$ cat src/rtl/tt_um_rescobar_alu_seq_if.sv
// Pin-level bus of the ALU sequencer tile: Tiny Tapeout dedicated and bidirectional pins.
// The master end drives the input pins and the slave end drives the output pins.
interface tt_um_rescobar_alu_seq_if;
  logic [7:0] io_in;
  logic [7:0] io_out;
  logic [7:0] uio_in;
  logic [7:0] uio_out;
  logic [7:0] uio_oe;

  modport master (output io_in, output uio_in, input io_out, input uio_out, input uio_oe);
  modport slave  (input io_in, input uio_in, output io_out, output uio_out, output uio_oe);
endinterface

$ cat src/rtl/tt_um_rescobar_alu_seq.sv
// Sequenced operand loader/executor for the 4-bit ALU tile: captures A, then B and op,
// on strobe edges, executes once and holds a registered result with carry/zero/valid.
module tt_um_rescobar_alu_seq (
  input  logic                      clk,
  input  logic                      rst_n,
  input  logic                      ena,
  tt_um_rescobar_alu_seq_if.slave   bus
);

  // One-hot encoding so the state register drives uio_out[3:0] directly.
  typedef enum logic [3:0] {
    S_LOAD_A = 4'b0001,
    S_LOAD_B = 4'b0010,
    S_EXEC   = 4'b0100,
    S_SHOW   = 4'b1000
  } state_t;

  state_t     r_state;
  logic [1:0] r_stb_sync;
  logic [1:0] r_clr_sync;
  logic       r_stb_d;
  logic [3:0] r_a;
  logic [3:0] r_b;
  logic [1:0] r_op;
  logic [3:0] r_result;
  logic       r_carry;
  logic       r_zero;
  logic       r_valid;

  logic       w_stb_p;
  logic       w_clr_s;
  logic       w_busy;
  logic [4:0] w_alu;
  logic       w_unused;

  // Synchronizers run regardless of ena; the edge flop holds with the rest of the state,
  // so a strobe that rises and falls entirely while ena is low never makes a pulse.
  // NOTE: sequential state uses non-blocking (<=) so every flop samples pre-edge values.
  always_ff @(posedge clk) begin
    if (!rst_n) begin
      r_stb_sync <= 2'b00;
      r_clr_sync <= 2'b00;
      r_stb_d    <= 1'b0;
    end else begin
      r_stb_sync <= {r_stb_sync[0], bus.io_in[6]};
      r_clr_sync <= {r_clr_sync[0], bus.io_in[7]};
      if (ena) r_stb_d <= r_stb_sync[1];
    end
  end

  assign w_stb_p = r_stb_sync[1] & ~r_stb_d;
  assign w_clr_s = r_clr_sync[1];

  // Five-bit arithmetic: bit 4 of the difference is the borrow (A < B).
  // NOTE: default assignment first so no path through the case leaves w_alu unassigned (no latch).
  always_comb begin
    w_alu = 5'd0;
    case (r_op)
      2'b00:   w_alu = {1'b0, r_a} + {1'b0, r_b};
      2'b01:   w_alu = {1'b0, r_a} - {1'b0, r_b};
      2'b10:   w_alu = {1'b0, r_a & r_b};
      default: w_alu = {1'b0, r_a | r_b};
    endcase
  end

  always_ff @(posedge clk) begin
    if (!rst_n) begin
      r_state  <= S_LOAD_A;
      r_a      <= 4'd0;
      r_b      <= 4'd0;
      r_op     <= 2'd0;
      r_result <= 4'd0;
      r_carry  <= 1'b0;
      r_zero   <= 1'b0;
      r_valid  <= 1'b0;
    end else if (w_clr_s) begin
      // Clear abandons the transaction but keeps the last result and flags visible.
      r_state <= S_LOAD_A;
      r_valid <= 1'b0;
    end else if (ena) begin
      case (r_state)
        S_LOAD_A: begin
          if (w_stb_p) begin
            r_a     <= bus.io_in[3:0];
            r_state <= S_LOAD_B;
          end
        end
        S_LOAD_B: begin
          if (w_stb_p) begin
            r_b     <= bus.io_in[3:0];
            r_op    <= bus.io_in[5:4];
            r_state <= S_EXEC;
          end
        end
        S_EXEC: begin
          r_result <= w_alu[3:0];
          r_carry  <= w_alu[4];
          r_zero   <= (w_alu[3:0] == 4'd0);
          r_valid  <= 1'b1;
          r_state  <= S_SHOW;
        end
        S_SHOW: begin
          if (w_stb_p) begin
            r_a     <= bus.io_in[3:0];
            r_valid <= 1'b0;
            r_state <= S_LOAD_B;
          end
        end
        default: r_state <= S_LOAD_A;
      endcase
    end
  end

  assign w_busy      = (r_state == S_LOAD_B) || (r_state == S_EXEC);
  assign bus.io_out  = {w_busy, r_valid, r_zero, r_carry, r_result};
  assign bus.uio_out = {4'h0, r_state};
  assign bus.uio_oe  = 8'h0F;

  // Bidirectional inputs are not used by this tile.
  assign w_unused = &{1'b0, bus.uio_in};

endmodule

$ cat src/flat_wrapper.sv
// flat-port wrapper written by rule: the top's interface ports become plain ports
module tt_um_rescobar_alu_seq_flat 
  (clk, rst_n, ena, bus_io_in, bus_uio_in, bus_io_out, bus_uio_out, bus_uio_oe);
  tt_um_rescobar_alu_seq_if bus_i ();
  input  logic clk;
  input  logic rst_n;
  input  logic ena;
  input wire logic [$bits(bus_i.io_in)-1:0] bus_io_in;
  input wire logic [$bits(bus_i.uio_in)-1:0] bus_uio_in;
  output wire logic [$bits(bus_i.io_out)-1:0] bus_io_out;
  output wire logic [$bits(bus_i.uio_out)-1:0] bus_uio_out;
  output wire logic [$bits(bus_i.uio_oe)-1:0] bus_uio_oe;
  assign bus_i.io_in = bus_io_in;
  assign bus_i.uio_in = bus_uio_in;
  assign bus_io_out = bus_i.io_out;
  assign bus_uio_out = bus_i.uio_out;
  assign bus_uio_oe = bus_i.uio_oe;
  tt_um_rescobar_alu_seq u_core (.clk(clk), .rst_n(rst_n), .ena(ena), .bus(bus_i));
endmodule
$ cat config.mk
export PLATFORM = sky130hd
export DESIGN_NAME = tt_um_rescobar_alu_seq_flat
export DESIGN_NICKNAME = d
export VERILOG_FILES = /design/src/rtl/tt_um_rescobar_alu_seq_if.sv /design/src/rtl/tt_um_rescobar_alu_seq.sv /design/src/flat_wrapper.sv
export SDC_FILE = /design/constraint.sdc
export NUM_CORES = 1
export LEC_CHECK = 0
export ABC_AREA = 1
export BUFFER_PORTS_ARGS = -buffer_cell sky130_fd_sc_hd__buf_2
export CAP_MARGIN = 20
export CORE_MARGIN = 5
export CORE_UTILIZATION = 50
export DETAILED_ROUTE_END_ITERATION = 8
export GPL_ROUTABILITY_DRIVEN = 0
export PLACE_DENSITY_LB_ADDON = 0.2
export SLEW_MARGIN = 20
export SYNTH_ARGS = -nofsm -noshare
export SYNTH_HDL_FRONTEND = slang
export SYNTH_SLANG_ARGS = --single-unit
$ cat constraint.sdc
create_clock -name clk -period 5.15 [get_ports clk]
set_input_delay 1.03 -clock clk [delete_from_list [all_inputs] [get_ports clk]]
set_output_delay 1.03 -clock clk [all_outputs]
set_load 0.05 [all_outputs]
==> impl_metrics.env <==
export IMPL_status="finished clean"
export IMPL_grt_pass1_wl_um=4680
export IMPL_die_x_um=65.1
export IMPL_timing_hold_ws_ns=0.425
export IMPL_drive_above_1_share=0.159
export IMPL_grt_ovfl_total=0
export IMPL_layout_commonest_cell="nand2_1"
export IMPL_drc=0
export IMPL_p_leak_nw=0.822
export IMPL_top_layer="met4"
export IMPL_ys_types=30
export IMPL_drv_slew=0
export IMPL_synthAdderAreaFrac=0.0709
export IMPL_final_cell_mix="nand2_1, inv_1, dfxtp_1"
export IMPL_num_vias=1217
export IMPL_synthesis_area_um2=1520
export IMPL_ant_nets=0
export IMPL_core_um2=2980
export IMPL_die_area_um2=4240
export IMPL_critPathMaxFanout=5
export IMPL_synth_compound_area_share=0.153
export IMPL_setup_ws_ns=2.78
export IMPL_min_period_over_period=0.459
export IMPL_finClkSkew_ns=0.00896
export IMPL_cp_data_arrival_time_ns=1.34
export IMPL_cts_tree="yes"
export IMPL_hold_class="register to register"
export IMPL_rsz0062_at_grt="no"
export IMPL_place_ws_ns=2.95
export IMPL_powerDensity_nw_per_um2=257
export IMPL_synth_xor_area_frac=0.0115
export IMPL_synthTopCellsByArea="dfxtp_1, nand2_1, inv_1, buf_4, a21oi_1"
export IMPL_crit_chain="nor2_1, nand3_1, nand2_1, buf_2"
export IMPL_cp_required_ns=4.12
export IMPL_rows=20
export IMPL_critPathCaptureType="output port"
export IMPL_ys_warn_count=0
export IMPL_stdcell_count=260
export IMPL_cts_resized=0
export IMPL_wl_met1_um=1360
export IMPL_maxCapViolCount=0
export IMPL_critPathSlowestCell="dfxtp_1"
export IMPL_hold_buffers=0
export IMPL_ios=43
export IMPL_area_growth_pct=5.61
export IMPL_port_buffers=22
export IMPL_postSynth_asyncResetShare=0
export IMPL_antenna_found_initial=0
export IMPL_root_buffer="clkbuf_4"
export IMPL_fin_setup_tns_ns=0
export IMPL_avgSynthCellArea_um2=7.23
export IMPL_yosysTopAreaCell="dfxtp_1"
export IMPL_finalSetupViolCount=0
export IMPL_critPathBufInv=1
export IMPL_path_class="register to output port"
export IMPL_seq_area_frac_synth=0.343
export IMPL_fin_crit_ns=2.37
export IMPL_fin_util=0.538
export IMPL_ir_drop_mv=0.166
export IMPL_grt_pass1_vias=1078
export IMPL_slowest_delay_ns=0.39
export IMPL_cts_sinks=26
export IMPL_wirelength_um=2750
export IMPL_grt_max_degree=19
export IMPL_first_pass_iters=4
export IMPL_grt_use_total=0.139
export IMPL_fill_cells=337
export IMPL_synthMuxAreaShare=0
export IMPL_hold_viol=0
export IMPL_antenna_cells=0
export IMPL_clock_latency_ns=0.32
export IMPL_syn_inst=210
export IMPL_met3WireLength_um=133
export IMPL_met2_wirelength_um=1230
export IMPL_die_y_um=65.1
export IMPL_cts_buffers_inserted=3
export IMPL_initial_core_util=0.510
export IMPL_via_per_inst=4.68
export IMPL_num_nets_final=255
export IMPL_synthFlopType="dfxtp_1"
export IMPL_synth_top_family_by_area="simple AND/OR/NAND/NOR gates"
export IMPL_wl_per_cell_um=10.6
export IMPL_startpoint_type="register"
export IMPL_clockBufferDepth=2
export IMPL_clk_pin_slew_ns=0.14
export IMPL_ys_ff_latch=26
export IMPL_crit_family="flip-flops"
export IMPL_htree_levels=1
export IMPL_dp_cells=256
export IMPL_synth_edf_count=0
export IMPL_fmax_mhz=423
export IMPL_yosys_area_top_type_share=0.343
export IMPL_dr_first_iter_drc_count=75
export IMPL_dp_hpwl_um=2150
export IMPL_synth_simple_area_share=0.235
export IMPL_cts_setup_buffers=0
==> routing by layer <==
layer / track usage / vias to the layer above
met2: 0.226 / 23
met5: 0 / -
li1: - / 671
met3: 0.0205 / 4
met1: 0.189 / 519
met4: 0.0466 / 0
==> sequential cells by signal, indices dropped and copies added (netlist names) <==
register	flops
u_core.r_carry	1
u_core.r_stb_d	1
u_core.r_a	4
u_core.r_b	4
u_core.r_state	4
u_core.r_clr_sync	2
u_core.r_result	4
u_core.r_op	2
u_core.r_valid	1
u_core.r_stb_sync	2
u_core.r_zero	1
==> synth_stat cells (all sizes together), types with 2 or more instances <==
cell   number
a21oi      21
buf        18
conb        2
dfxtp      26
ha          7
inv        36
nand2      39
nand3      12
nand4       3
nor2       15
nor3        2
o21ai      19
or2         2
xor2        2
==> worst min-delay path: cells and delay by family, from the launching register on <==
kind / cells / cell delay (ns)
flops: 1 / 0.32
buf+inv: 1 / 0.03
simple gates: 1 / 0.05
==> report_power, final <==
group	leakage, nW	total [W]	internal [W]	switching (W)
Sequential	0.211	0.000217	0.000209	0.00000830
Clock	0.0210	0.000103	0.0000432	0.0000594
Combinational	0.590	0.0000914	0.0000223	0.0000691
==> cells by family after synthesis <==
family,Yosys count
adder cells (fa/ha/maj),8
flip-flops,26
AO/OA/AOI/OAI,44
buffers and inverters,55
XOR/XNOR,2
other,2
AND/OR/NAND/NOR,73
==> final timing paths <==
kind | cells after the start | end | slack [ns] | start
worst max register to register | 11 | u_core.r_zero | 2.94 | u_core.r_b[0]
worst min register to register | 2 | u_core.r_clr_sync[1] | 0.42 | u_core.r_clr_sync[0]
worst max-delay path | 4 | bus_io_out[7] | 2.78 | u_core.r_state[2]
worst min-delay path | 2 | u_core.r_clr_sync[1] | 0.42 | u_core.r_clr_sync[0]
==> metrics by stage <==
stage | total power [W] | area [µm²]
2_1_floorplan | 0.000303 | 1560
3_3_place_gp | 0.000312 | 1570
3_5_place_dp | 0.000313 | 1570
4_1_cts | 0.000416 | 1600
5_1_grt | 0.000437 | 1600
6_report | 0.000411 | 1600
==> area by class of cell <==
cell class                      count  area [µm²]  area share
Clock buffer                        4        36.3      0.0226
Inverter                           36         135      0.0843
Multi-Input combinational cell    139         759       0.474
Sequential cell                    26         520       0.325
Tap cell                           33        41.3      0.0258
Timing Repair Buffer               22         110      0.0687
(Power assumes the default switching activity.)
